`src/rtl/cpu_rf_pkg.sv`:
```
// Register-file geometry shared by the CPU write-back path, plus the
// address-to-one-hot write-enable decoder.
package cpu_rf_pkg;

    localparam int ADDR_W = 3;
    localparam int NREG   = 2 ** ADDR_W;
    localparam int DATA_W = 16;

    function automatic logic [NREG-1:0] onehot_dec(input logic [ADDR_W-1:0] addr);
        return NREG'(1) << addr;
    endfunction

endpackage

```
`src/rtl/regfile_wb_arbiter_rr_pick.sv`:
```
// Round-robin picker: rotate requests so ptr sits at bit 0, take the lowest
// set bit, then rotate the winner back to its absolute index.
module rr_pick #(
    parameter int N  = 4,
    parameter int IW = (N > 1) ? $clog2(N) : 1
) (
    input  logic [N-1:0]  req,
    input  logic [IW-1:0] ptr,
    output logic [N-1:0]  gnt,
    output logic [IW-1:0] gnt_idx
);

    logic [2*N-1:0] dbl;
    logic [N-1:0]   rot;
    logic           found;

    always_comb begin
        // NOTE: every variable gets a default before any conditional write so
        // no path leaves a value unassigned and no latch is inferred.
        found   = 1'b0;
        gnt_idx = '0;
        dbl     = {req, req} >> ptr;
        rot     = dbl[N-1:0];
        for (int k = 0; k < N; k++) begin
            if (!found && rot[k]) begin
                found   = 1'b1;
                gnt_idx = IW'((int'(ptr) + k) % N);
            end
        end
        gnt = found ? (N'(1) << gnt_idx) : '0;
    end

endmodule

```
`src/rtl/regfile_wb_arbiter.sv`:
```
// Write-back arbiter: round-robin grant of the single register-file write
// port among NREQ sources, with a one-cycle registered write stage.
module regfile_wb_arbiter
    import cpu_rf_pkg::onehot_dec;
#(
    parameter int NREQ        = 4,
    parameter int DATA_W      = cpu_rf_pkg::DATA_W,
    parameter int ADDR_W      = cpu_rf_pkg::ADDR_W,
    parameter int NREG        = 2 ** ADDR_W,
    parameter bit ZERO_REG_RO = 1'b1,
    localparam int IDX_W      = $clog2(NREQ)
) (
    input  logic                   clk,
    input  logic                   rst_n,
    input  logic                   wb_stall,
    input  logic [NREQ-1:0]        req_valid,
    input  logic [NREQ*ADDR_W-1:0] req_addr,
    input  logic [NREQ*DATA_W-1:0] req_data,
    output logic [NREQ-1:0]        req_ready,
    output logic                   wr_en,
    output logic [NREG-1:0]        wr_sel,
    output logic [ADDR_W-1:0]      wr_addr,
    output logic [DATA_W-1:0]      wr_data,
    output logic [IDX_W-1:0]       grant_id
);

    localparam int PKG_AW = cpu_rf_pkg::ADDR_W;

    logic [IDX_W-1:0]  ptr;
    logic [IDX_W-1:0]  pick_idx;
    logic [NREQ-1:0]   pick_req;
    logic [NREQ-1:0]   pick_gnt;
    logic [ADDR_W-1:0] pick_addr;
    logic [DATA_W-1:0] pick_data;
    logic [NREG-1:0]   pick_sel;
    logic              transfer;
    logic              drop_write;

    assign pick_req = wb_stall ? '0 : req_valid;

    rr_pick #(.N(NREQ), .IW(IDX_W)) u_pick (
        .req     (pick_req),
        .ptr     (ptr),
        .gnt     (pick_gnt),
        .gnt_idx (pick_idx)
    );

    // Gated by rst_n directly so grants vanish the instant reset asserts.
    assign req_ready  = rst_n ? pick_gnt : '0;
    assign transfer   = |req_ready;
    assign pick_addr  = req_addr[int'(pick_idx)*ADDR_W +: ADDR_W];
    assign pick_data  = req_data[int'(pick_idx)*DATA_W +: DATA_W];
    assign pick_sel   = NREG'(onehot_dec(PKG_AW'(pick_addr)));
    assign drop_write = ZERO_REG_RO && (pick_addr == '0);

    always_ff @(posedge clk or negedge rst_n) begin
        // NOTE: sequential state uses non-blocking assignments so every
        // register samples pre-edge values regardless of statement order.
        if (!rst_n) begin
            ptr      <= '0;
            wr_en    <= 1'b0;
            wr_sel   <= '0;
            wr_addr  <= '0;
            wr_data  <= '0;
            grant_id <= '0;
        end else if (transfer) begin
            ptr      <= (pick_idx == IDX_W'(NREQ-1)) ? '0 : pick_idx + IDX_W'(1);
            wr_addr  <= pick_addr;
            wr_data  <= pick_data;
            grant_id <= pick_idx;
            // A write to a read-only r0 still consumes its grant slot.
            wr_en    <= !drop_write;
            wr_sel   <= drop_write ? '0 : pick_sel;
        end else begin
            wr_en    <= 1'b0;
            wr_sel   <= '0;
        end
    end

endmodule

```
`config.mk`:
```
export PLATFORM = sky130hd
export DESIGN_NAME = regfile_wb_arbiter
export DESIGN_NICKNAME = d
export VERILOG_FILES = /design/src/rtl/cpu_rf_pkg.sv /design/src/rtl/regfile_wb_arbiter_rr_pick.sv /design/src/rtl/regfile_wb_arbiter.sv
export SDC_FILE = /design/constraint.sdc
export NUM_CORES = 1
export LEC_CHECK = 0
export BUFFER_PORTS_ARGS = -buffer_cell sky130_fd_sc_hd__clkbuf_2
export CELL_PAD_IN_SITES_DETAIL_PLACEMENT = 1
export CELL_PAD_IN_SITES_GLOBAL_PLACEMENT = 2
export CORE_MARGIN = 2
export CORE_UTILIZATION = 25
export CTS_CLUSTER_SIZE = 16
export DETAILED_ROUTE_END_ITERATION = 10
export PLACE_DENSITY_LB_ADDON = 0.1
export RECOVER_POWER = 100
export SLEW_MARGIN = 40
export SYNTH_ARGS = -nofsm -noshare
export SYNTH_HDL_FRONTEND = slang
export SYNTH_SLANG_ARGS = --single-unit
```
`constraint.sdc`:
```
create_clock -name clk -period 3.8 [get_ports clk]
set_input_delay 0.57 -clock clk [delete_from_list [all_inputs] [get_ports clk]]
set_output_delay 0.57 -clock clk [all_outputs]
set_load 0.02 [all_outputs]
```
## After elaboration in Yosys (flattened, before gate mapping)

Index checks and enable logic that the tools add are counted.
W data, S select, Z words.

| word-level totals | value |
|---|---|
| input port bits | 83 |
| flip-flop bits (word level) | 32 |
| output and inout port bits | 34 |

| operators by class | value |
|---|---|
| reduce and logical (&&, ||, !) cells | 9 |
| shift operators | 5 |
| muxes and demuxes | 15 |
| add/sub/neg operators | 4 |
| equal/unequal tests | 1 |
| multipliers | 1 |

Operator list:

| kind | number |
|---|---|
| $shiftx A64 B7 Y16 | 1 |
| $mux W8 | 2 |
| $mux W4 | 3 |
| $shiftx A12 B5 Y3 | 1 |
| $mux W2 | 5 |
| $shl A1 B3 Y8 const A | 1 |
| $shr A8 B2 Y4 | 1 |
| $mux W1 | 5 |
| $add A2 B1 Y2 const B | 2 |
| $add A2 B2 Y2 const B | 2 |
| $logic_not A1 Y1 | 4 |
| $mul A2 B2 Y4 const B | 1 |
| $reduce_or A4 Y1 | 1 |
| $shl A1 B2 Y4 const A | 1 |
| $logic_and A1 B1 Y1 | 3 |
| $logic_not A3 Y1 | 1 |
| $eq A2 B2 Y1 const B | 1 |

## Depth between registers and ports, before layout

Gate-level depths: netlist of run 1.

| depth | value |
|---|---|
| depth after elaboration | 17 |
| depth in mapped cells | 8 |

## By module

From an unflattened synthesis of run 1, not the netlist that was laid out.

| second synthesis, totals | value |
|---|---|
| cell total of the unflattened synthesis | 132 |
| area total of the unflattened synthesis | 1,958.1 µm² |

Modules (own cells, without submodules):

| module | seq. area each (µm²) | instances | area an instance (µm²) | cells an instance |
|---|---|---|---|---|
| regfile_wb_arbiter | 775.7 | 1 | 1,773.0 | 102 |
| rr_pick | 0.0 | 1 | 185.2 | 30 |

## Least setup slack after synthesis of run 1

No wires, ideal clock.

| timing path | value |
|---|---|
| path type | input port to output port |
| start point | input port req_valid[2] |
| end point | output port req_ready[0] |
| buffers on the path | 2 |
| required time | 3,230 ps |
| path slack | 1,678 ps |
| arrival | 1,552 ps |
| stages | 6 |
| cells stage by stage | buf_2 nor2_1 o22a_1 or2_1 buf_6 and2_1 |

| on the way | value |
|---|---|
| cells in the longest elaborated chain, start to end | 15 |
| elaborated cells on any way between the ends | 19 |

RTL lines:

| item | RTL line | RTL |
|---|---|---|
| from (decl) | regfile_wb_arbiter.sv:16 | `input logic [NREQ-1:0] req_valid,` |
| $mux W4 (*) | regfile_wb_arbiter.sv:39 | `assign pick_req = wb_stall ? '0 : req_valid;` |
| $shr A8 B2 Y4 (*) | regfile_wb_arbiter_rr_pick.sv:22 | `dbl = {req, req} >> ptr;` |
| $mux W1 | regfile_wb_arbiter_rr_pick.sv:25 | `if (!found && rot[k]) begin` |
| $logic_not A1 Y1 | regfile_wb_arbiter_rr_pick.sv:25 |  |
| $logic_and A1 B1 Y1 | regfile_wb_arbiter_rr_pick.sv:25 |  |
| $mux W1 | regfile_wb_arbiter_rr_pick.sv:25 |  |
| $logic_not A1 Y1 | regfile_wb_arbiter_rr_pick.sv:25 |  |
| $logic_and A1 B1 Y1 | regfile_wb_arbiter_rr_pick.sv:25 |  |
| $mux W1 | regfile_wb_arbiter_rr_pick.sv:25 |  |
| $logic_not A1 Y1 | regfile_wb_arbiter_rr_pick.sv:25 |  |
| $logic_and A1 B1 Y1 | regfile_wb_arbiter_rr_pick.sv:25 |  |
| $mux W2 | regfile_wb_arbiter_rr_pick.sv:25 |  |
| $shl A1 B2 Y4 | regfile_wb_arbiter_rr_pick.sv:30 | `gnt = found ? (N'(1) << gnt_idx) : '0;` |
| $mux W4 (*) | regfile_wb_arbiter_rr_pick.sv:30 |  |
| $mux W4 (*) | regfile_wb_arbiter.sv:49 | `assign req_ready = rst_n ? pick_gnt : '0;` |
| to (decl) | regfile_wb_arbiter.sv:19 | `output logic [NREQ-1:0] req_ready,` |

Mark *: on every way between the ends. The rest lies on a longest branch, timed or not.

## Worst setup path in the final report of run 1

| timing path | value |
|---|---|
| start point | register ptr[0] |
| end point | register wr_data[12] |

| on the way | value |
|---|---|
| cells in the longest elaborated chain, start to end | 15 |
| elaborated cells on any way between the ends | 23 |

RTL lines:

| item | RTL line | RTL |
|---|---|---|
| from (decl) | regfile_wb_arbiter.sv:29 | `logic [IDX_W-1:0] ptr;` |
| from (signal assigned) | regfile_wb_arbiter.sv:67 | `ptr <= (pick_idx == IDX_W'(NREQ-1)) ? '0 : pick_idx + IDX_W'(1);` |
| branches (longest 15 deep; another with $shiftx A64 B7 Y16) | n/a |  |
| to (signal assigned) | regfile_wb_arbiter.sv:69 | `wr_data <= pick_data;` |
| to (decl) | regfile_wb_arbiter.sv:23 | `output logic [DATA_W-1:0] wr_data,` |

Parallel ways; which one is timed is not known.
A chain may end at the register's enable or synchronous reset.

==> results.cfg, run 1 <==
[min_path]
hold_crit_class = in2async

[place]
placed_cells = 389
numPortBuffers = 115
hpwl_mm = 4.75
place_congestion = 0.720

[worst_setup_path]
ff2ff_path_depth = 5
timing.critical_path.fanout_max = 16
crit-reg2reg-capture = wr_data[12]
crit_path_end = wr_data[12]
worstPathRequired_ps = 4000
worstSetupStartpointType = register
worst-setup-path-type = reg2reg
worst_case_register_to_register_setup_slack_ps = 1060
crit_start = ptr[0]
worstReg2RegStart = ptr[0]
critical_path_arrival_ps = 2940
endpoint_type_of_the_worst_setup_path = register

[sta]
setup_viol = 0
maxSlewHeadroom = 0.349
timing.final.crit_period_ps = 2740
unrepaired_setup_endpoints_after_global_routing = false
final_min_period_over_clock_period = 0.721
timing_max_transition_violations_final = 0
worstMarginPinSlew_ps = 976
hold_violations = 0
max_freq_ghz = 0.365
setup_tns_ps = 0
worst_clock_skew_ps = 5.45

[clock_tree]
clock_tree.buffer_depth = 2
cts_tree = built
resized_after_cts = 0
cts-htree-levels = 2
cts_buffers = 5
tritoncts_num_sinks = 31
clk_latency_worst_skew_pair_ps = 280
path_clk_slew_ps = 70
clock_tree.root_cell = sky130_fd_sc_hd__clkbuf_8
cts_hold_buf = 0
cts_setup_buffers = 0

[global_routing]
grt_use_total = 0.158
grt_pass1_wl_mm = 9.65
grt.overflow.total = 0
grt_antenna_before_repair = 0
pin_count_of_the_biggest_net_entering_global_routing = 40
vias_in_the_first_global_route = 1966

[drt]
route.antenna.remaining_nets = 0
post_drt_wl_per_cell_um = 15.4
routed-via-count = 1886
first_pass_iteration_count_of_the_detailed_router = 4
post_drt_via_cell_ratio = 4.75
drc = 0
first_iter_violations = 45
route.final.wire_length_mm = 6.12

[yosys]
synth_edf_count = 0
synth.yosys.seq_area_share = 0.423
postSynthRegisterBits = 31
synth_nets = 272
yosys_warnings = 0
avgSynthCellArea_um2 = 9.70
async_reset_ff_frac = 1.00
postSynth.topFlopCell = sky130_fd_sc_hd__dfrtp_1
synth.lib_cells_used.distinct = 39
synthCells = 189
synth_area_mm2 = 0.00183

[job]
cap_violations = 0

[layout]
layoutNonFillerInstCount = 397
post_route_cells_drive_above_1_share = 0.356
area_delta_synth_final_pct = 36.5
design.final.nets = 380
antenna_cells_inserted = 0

[die]
dieWidth_um = 89.6
io-pin-count = 117
die_area_mm2 = 0.00803
initial_core_util = 0.255
std_cell_rows = 31
chipHeight_um = 89.6
floorplan.core_area_mm2 = 0.00718

[outcome]
outcome = finished, final reports clean

[power_and_ir_drop]
p_leak_nw = 1.13
ir_worst_vdd_mv = 0.110
p_total_mw = 1.09
p_per_cell_area_mw_per_mm2 = 436
cells by family after synthesis:
logic type	share of synthesized area
flops	0.423
mux	0.00614
compound gates	0.329
buf+inv	0.0744
other cells	0.00205
simple gates	0.165
layout make-up:
type                    instances  area, um^2
multi-input cells             136         923
flip-flops and latches         31         776
well taps                      99         124
clock buffers                   7        96.3
clock inverters                 1        7.51
fillers                       896        4670
repair buffers                118         556
inverters                       5        18.8
critical path: stages, from the launching register on:
cell and delay (ps):
sky130_fd_sc_hd__dfrtp_1 540, sky130_fd_sc_hd__mux2_2 380, sky130_fd_sc_hd__o21ai_0 440, sky130_fd_sc_hd__and2_0 840
sky130_fd_sc_hd__a22oi_1 250, sky130_fd_sc_hd__a31oi_1 200
through the flow:
step	cell area [um^2]	hold WS (ps)	util	setup slack, ps
global route	2500	431	0.349	836
global placement	2450	479	0.341	1240
CTS	2550	354	0.356	1130
detailed placement	2450	482	0.341	1210
floorplan	1830	274	-	1680
finish	2500	365	0.349	1060
sequential cells by signal, indices dropped and copies added, names as in the netlist:
| signal | count |
|---|---|
| wr_data | 16 |
| wr_sel | 7 |
| wr_addr | 3 |
| wr_en | 1 |
| ptr | 2 |
| grant_id | 2 |
cells in the final DEF (no fill, tap or decap), types with 2 or more instances in the layout:
cell,instances
sky130_fd_sc_hd__clkbuf_2,81
sky130_fd_sc_hd__clkbuf_1,34
sky130_fd_sc_hd__dfrtp_1,31
sky130_fd_sc_hd__nor2_1,26
sky130_fd_sc_hd__a22oi_1,22
sky130_fd_sc_hd__a31oi_1,17
sky130_fd_sc_hd__a22oi_2,10
sky130_fd_sc_hd__clkbuf_8,7
sky130_fd_sc_hd__inv_1,5
sky130_fd_sc_hd__nand2_1,5
sky130_fd_sc_hd__nor2b_1,4
sky130_fd_sc_hd__o2111a_1,4
sky130_fd_sc_hd__a21oi_1,4
sky130_fd_sc_hd__nand3_1,4
sky130_fd_sc_hd__nor4_1,4
sky130_fd_sc_hd__o21ai_1,3
sky130_fd_sc_hd__o2111ai_1,3
sky130_fd_sc_hd__and4_1,3
sky130_fd_sc_hd__buf_4,3
sky130_fd_sc_hd__or2_1,2
sky130_fd_sc_hd__and2_0,2
sky130_fd_sc_hd__o21ai_0,2
sky130_fd_sc_hd__and3_1,2
sky130_fd_sc_hd__a21o_1,2
sky130_fd_sc_hd__o21bai_1,2
sky130_fd_sc_hd__nand3b_1,2
how the worst min path moves through the flow:
stage,startpoint,end,cells after the start
4_1_cts,rst_n,wr_sel[6],2
2_1_floorplan,rst_n,grant_id[0],0
3_3_place_gp,wr_addr[0],wr_addr[0],2
6_report,rst_n,wr_data[3],2
3_5_place_dp,grant_id[1],grant_id[1],1
5_1_grt,rst_n,wr_sel[6],2
routing by layer:
| metal | vias up | global-route usage | part of all wire |
|---|---|---|---|
| met5 | - | 0 | 0 |
| met4 | 0 | 0.0407 | 0.0093 |
| met3 | 6 | 0.0530 | 0.097 |
| met2 | 80 | 0.249 | 0.44 |
| met1 | 872 | 0.208 | 0.46 |
| li1 | 928 | - | - |
where the power goes:
part / internal (mW) / switching, mW / leakage (nW)
clock network: 0.165 / 0.129 / 0.0505
logic: 0.138 / 0.234 / 0.707
registers: 0.385 / 0.0402 / 0.373
total: 0.687 / 0.404 / 1.13
synth_stat cells (2+ instances only):
cell                        instances  share of area
sky130_fd_sc_hd__and2_1             3          0.010
sky130_fd_sc_hd__buf_4              3          0.012
sky130_fd_sc_hd__nand3_1            4          0.011
sky130_fd_sc_hd__dfrtp_1           31           0.42
sky130_fd_sc_hd__and3_1             2         0.0068
sky130_fd_sc_hd__clkbuf_1           5          0.010
sky130_fd_sc_hd__a22oi_2           10          0.068
sky130_fd_sc_hd__inv_1              5          0.010
sky130_fd_sc_hd__a21oi_1            5          0.014
sky130_fd_sc_hd__buf_6              5          0.031
sky130_fd_sc_hd__a22oi_1           22          0.090
sky130_fd_sc_hd__or2_1              2         0.0068
sky130_fd_sc_hd__o21bai_1           2         0.0082
sky130_fd_sc_hd__and4_1             3          0.014
sky130_fd_sc_hd__o2111a_1           4          0.025
sky130_fd_sc_hd__nand3b_1           2         0.0082
sky130_fd_sc_hd__nand2_1            5          0.010
sky130_fd_sc_hd__o2111ai_1          2         0.0096
sky130_fd_sc_hd__nor4_1             4          0.014
sky130_fd_sc_hd__nor2b_1            4          0.014
sky130_fd_sc_hd__o21ai_1            3         0.0082
sky130_fd_sc_hd__nor2_1            26          0.053
sky130_fd_sc_hd__a21o_1             2         0.0082
sky130_fd_sc_hd__buf_2              4          0.011
sky130_fd_sc_hd__a31oi_1           17          0.058
No activity file was read; power rests on OpenSTA's default activity.
==> run 2, diff against run 1 <==
--- a/config.mk
+++ b/config.mk
@@ -9,7 +9,7 @@
 export CELL_PAD_IN_SITES_DETAIL_PLACEMENT = 1
 export CELL_PAD_IN_SITES_GLOBAL_PLACEMENT = 2
 export CORE_MARGIN = 2
-export CORE_UTILIZATION = 25
+export CORE_UTILIZATION = 23
 export CTS_CLUSTER_SIZE = 16
 export DETAILED_ROUTE_END_ITERATION = 10
 export PLACE_DENSITY_LB_ADDON = 0.1
==> constraint.sdc (replaced) <==
create_clock -name clk -period 2.7 [get_ports clk]
set_input_delay 0.405 -clock clk [delete_from_list [all_inputs] [get_ports clk]]
set_output_delay 0.405 -clock clk [all_outputs]
set_load 0.02 [all_outputs]
==> results.cfg, run 2 (synthesized netlist as in run 1, its figures left out) <==
[sta]
unrepaired_setup_endpoints_after_global_routing = false
max_freq_ghz = 0.433
hold_violations = 0
final_min_period_over_clock_period = 0.856
worstMarginPinSlew_ps = 832
maxSlewHeadroom = 0.431
timing.final.crit_period_ps = 2310
setup_tns_ps = 0
worst_clock_skew_ps = 4.97
setup_viol = 0
timing_max_transition_violations_final = 0

[layout]
registers.top_by_ff_count = wr_data
design.final.nets = 382
final_util = 0.321
layout.area.seq_um2 = 776
antenna_cells_inserted = 0
final_common_cell = sky130_fd_sc_hd__clkbuf_2
flip_flop_count_of_the_largest_register_all_copies_and_words_added = 16
fillCellCount = 978
area_delta_synth_final_pct = 35.2
layout.cells.most_common_list = sky130_fd_sc_hd__clkbuf_2 (83), sky130_fd_sc_hd__clkbuf_1 (33), sky130_fd_sc_hd__a22oi_1 (32)
footprint_of_the_multi_input_gates_um2 = 868
reg.largest.list = wr_data: 16 flops, wr_sel: 7 flops, wr_addr: 3 flops
post_route_cells_drive_above_1_share = 0.327

[die]
io-pin-count = 117
initial_core_util = 0.237
dieWidth_um = 93.3
floorplan.core_area_mm2 = 0.00773
std_cell_rows = 32
chipHeight_um = 93.3
die_area_mm2 = 0.00870

[clock_tree]
clk_latency_worst_skew_pair_ps = 280
resized_after_cts = 0
cts_hold_buf = 0
clock_tree.buffer_depth = 2
path_clk_slew_ps = 70
cts_tree = built
cts_buffers = 5
cts_setup_buffers = 0
tritoncts_num_sinks = 31
cts-htree-levels = 2
clock_tree.root_cell = sky130_fd_sc_hd__clkbuf_8

[worst_setup_path]
endpoint_type_of_the_worst_setup_path = output port
worstReg2RegStart = ptr[0]
timing.critical_path.fanout_max = 10
max_stage_delay_on_crit_path_ps = 540
worst_case_register_to_register_setup_slack_ps = 530
crit_path_cell_trace = nor2b_1 > a31o_1 > or2_0 > and2_1 > clkbuf_1
crit-reg2reg-capture = wr_sel[2]
cpMaxStageDelayCell = sky130_fd_sc_hd__dfrtp_1
critical_path_arrival_ps = 1910
ff2ff_path_depth = 5
worst-setup-path-type = reg2out
worstSetupStartpointType = register
worstPathRequired_ps = 2300

[global_routing]
grt_pass1_wl_mm = 10.6
grt_use_total = 0.155
pin_count_of_the_biggest_net_entering_global_routing = 40
vias_in_the_first_global_route = 2062
grt_antenna_before_repair = 0
grt.overflow.total = 0

[outcome]
outcome = finished, final reports clean

[drt]
first_pass_iteration_count_of_the_detailed_router = 4
post_drt_via_cell_ratio = 4.71
post_drt_wl_per_cell_um = 16.2
route.antenna.remaining_nets = 0
routed-via-count = 1893
drc = 0
first_iter_violations = 50
route.final.wire_length_mm = 6.51

[place]
hpwl_mm = 4.97
numPortBuffers = 115
place_congestion = 0.724

[power_and_ir_drop]
p_leak_nw = 1.15
ir_worst_vdd_mv = 0.229
p_per_cell_area_mw_per_mm2 = 644

[job]
cap_violations = 0

[min_path]
hold_crit_class = in2async
[run 2: changes by cell type in the layout (fill, tap and decap cells not counted), moves of 2 or more]
cell and change:
sky130_fd_sc_hd__a22oi_1 +10, sky130_fd_sc_hd__a22oi_2 -10, sky130_fd_sc_hd__and2_1 +3, sky130_fd_sc_hd__and2_0 -2
sky130_fd_sc_hd__clkbuf_2 +2
[run 2: cell type report]
type                       count  share of cell area
sequential                    31               0.313
clock buffer                   6              0.0333
inverter                       5             0.00758
clock inverter                 2              0.0141
timing repair buffer         120               0.230
multi-input combinational    136               0.351
tap                          102              0.0515
[run 2: worst max-delay path, delay by kind of cell, from the launching register on]
kind,cells,cell delay [ps]
AO/OA/AOI/OAI,1,240
buffers and inverters,1,260
flip-flops,1,540
AND/OR/NAND/NOR,3,580
[run 2: worst max-delay path by stage]
stage / from / to / slack (ps)
floorplan: ptr[1] / req_ready[0] / 890
global placement: req_valid[0] / wr_data[9] / 600
detailed placement: req_valid[0] / wr_data[7] / 600
CTS: ptr[1] / req_ready[0] / 420
global route: ptr[1] / req_ready[0] / 200
finish: ptr[1] / req_ready[0] / 390
[run 2: where the power goes]
part           switching, mW  internal [mW]  total [mW]
sequential            0.0587          0.542       0.600
combinational          0.329          0.187       0.515
clock                  0.182          0.299       0.480
[run 2: routing by layer]
metal,track usage,up-vias,wire (um)
li1,-,937,-
met1,0.200,881,2960
met2,0.262,70,3050
met3,0.0395,5,443
met4,0.0331,0,48
met5,0,-,0
[run 2: stage by stage]
stage	cells	hold WS [ps]	total power [mW]	instance area, um^2	worst slack [ps]
final	402	218	1.60	2480	390
after global routing	402	290	1.71	2480	196
after CTS	402	200	1.67	2590	424
after detailed placement	394	493	1.18	2470	600
after global placement	394	490	1.17	2470	595
after floorplan	189	109	0.965	1830	885
==> run 3, diff against run 2 <==
--- a/config.mk
+++ b/config.mk
@@ -14,6 +14,7 @@
 export DETAILED_ROUTE_END_ITERATION = 10
 export PLACE_DENSITY_LB_ADDON = 0.1
 export RECOVER_POWER = 100
+export REMOVE_ABC_BUFFERS = 1
 export SLEW_MARGIN = 40
 export SYNTH_ARGS = -nofsm -noshare
 export SYNTH_HDL_FRONTEND = slang
==> constraint.sdc (replaced) <==
create_clock -name clk -period 2.7 [get_ports clk]
set_input_delay 0.405 -clock clk [delete_from_list [all_inputs] [get_ports clk]]
set_output_delay 0.405 -clock clk [all_outputs]
set_load 0.005 [all_outputs]
==> results.cfg, run 3 (synthesized netlist as in run 1, its figures left out) <==
[outcome]
outcome = finished, final reports clean

[layout]
layout.cells.most_common_list = sky130_fd_sc_hd__clkbuf_2 (97), sky130_fd_sc_hd__dfrtp_1 (31), sky130_fd_sc_hd__nor2_1 (27)
flip_flop_count_of_the_largest_register_all_copies_and_words_added = 16
antenna_cells_inserted = 0
final_common_cell = sky130_fd_sc_hd__clkbuf_2
reg.largest.list = wr_data: 16 flops, wr_sel: 7 flops, wr_addr: 3 flops
area_delta_synth_final_pct = 40.3
registers.top_by_ff_count = wr_data
post_route_cells_drive_above_1_share = 0.411
design.final.nets = 384
fillCellCount = 946

[global_routing]
vias_in_the_first_global_route = 2158
grt_pass1_wl_mm = 10.8
grt_use_total = 0.161
grt_antenna_before_repair = 0
grt.overflow.total = 0
pin_count_of_the_biggest_net_entering_global_routing = 34

[sta]
hold_violations = 0
unrepaired_setup_endpoints_after_global_routing = false
worstMarginPinSlew_ps = 704
worst_clock_skew_ps = 6.35
timing_max_transition_violations_final = 0
setup_viol = 0
setup_tns_ps = 0
max_freq_ghz = 0.441
maxSlewHeadroom = 0.530
final_min_period_over_clock_period = 0.840
timing.final.crit_period_ps = 2270

[clock_tree]
cts_hold_buf = 0
tritoncts_num_sinks = 31
cts_buffers = 5
cts_tree = built
clock_tree.buffer_depth = 2
cts_setup_buffers = 0
clock_tree.root_cell = sky130_fd_sc_hd__clkbuf_8
clk_latency_worst_skew_pair_ps = 280
cts-htree-levels = 2
path_clk_slew_ps = 70
resized_after_cts = 0

[drt]
drc = 0
route.antenna.remaining_nets = 0
route.final.wire_length_mm = 6.73
first_pass_iteration_count_of_the_detailed_router = 4
post_drt_wl_per_cell_um = 16.6
routed-via-count = 1957
first_iter_violations = 35
post_drt_via_cell_ratio = 4.84

[place]
numPortBuffers = 115
place_congestion = 0.751
hpwl_mm = 5.24

[worst_setup_path]
critical-path-top-cell-by-count = sky130_fd_sc_hd__nor2_1
worstPathRequired_ps = 2300
critical-path-top-delay-family = simple AND/OR/NAND/NOR gates
ff2ff_path_depth = 5
max_stage_delay_on_crit_path_ps = 500
worst_case_register_to_register_setup_slack_ps = 480
crit-reg2reg-capture = wr_sel[5]
crit_path_cell_trace = nor2b_1 > o2111a_1 > nor2_1 > nor2_1 > clkbuf_1
cpMaxStageDelayCell = sky130_fd_sc_hd__dfrtp_1
worstSetupStartpointType = register
endpoint_type_of_the_worst_setup_path = output port
worst-setup-path-type = reg2out
critical_path_arrival_ps = 1860
path_depth = 5
cp_num_buf_inv = 1
worstReg2RegStart = ptr[0]
timing.critical_path.fanout_max = 11

[die]
die_area_mm2 = 0.00870
dieWidth_um = 93.3
std_cell_rows = 32
io-pin-count = 117
initial_core_util = 0.237
floorplan.core_area_mm2 = 0.00773
chipHeight_um = 93.3

[power_and_ir_drop]
p_total_mw = 1.54
p_per_cell_area_mw_per_mm2 = 598
ir_worst_vdd_mv = 0.167
p_leak_nw = 1.21

[job]
cap_violations = 0

[min_path]
hold_crit_class = in2async
[run 3: final cells by class]
| class | instances | area, um^2 | area share |
|---|---|---|---|
| inverter | 5 | 18.8 | 0.00730 |
| sequential | 31 | 776 | 0.302 |
| clock buffer | 6 | 82.6 | 0.0321 |
| multi-input combinational | 136 | 918 | 0.357 |
| timing repair buffer | 122 | 614 | 0.239 |
| tap | 102 | 128 | 0.0496 |
| clock inverter | 2 | 35.0 | 0.0136 |
[run 3: worst max path at each step]
stage,startpoint,to
2_1_floorplan,wb_stall,req_ready[0]
5_1_grt,ptr[0],wr_sel[3]
3_5_place_dp,req_valid[0],wr_data[2]
4_1_cts,ptr[1],req_ready[0]
6_report,ptr[0],req_ready[2]
3_3_place_gp,wb_stall,req_ready[0]
[run 3: metal layers]
layer / track usage / part of all wire
met2: 0.276 / 0.49
met1: 0.200 / 0.44
met3: 0.0419 / 0.062
met5: 0 / 0
met4: 0.0417 / 0.013
[run 3: report_power, final]
part           leakage (nW)  internal [mW]  switching (mW)  total, mW
combinational         0.772          0.211           0.251      0.461
sequential            0.373          0.542          0.0586      0.600
clock                0.0612          0.298           0.177      0.476
[run 3: stage by stage]
step	hold WS (ps)	util	cell area [um^2]	instances	setup slack, ps
after floorplan	109	-	1720	172	38.3
after global placement	469	0.323	2490	396	738
after detailed placement	470	0.323	2490	396	703
after CTS	193	0.338	2610	404	493
after global routing	258	0.333	2570	404	243
final	215	0.333	2570	404	431
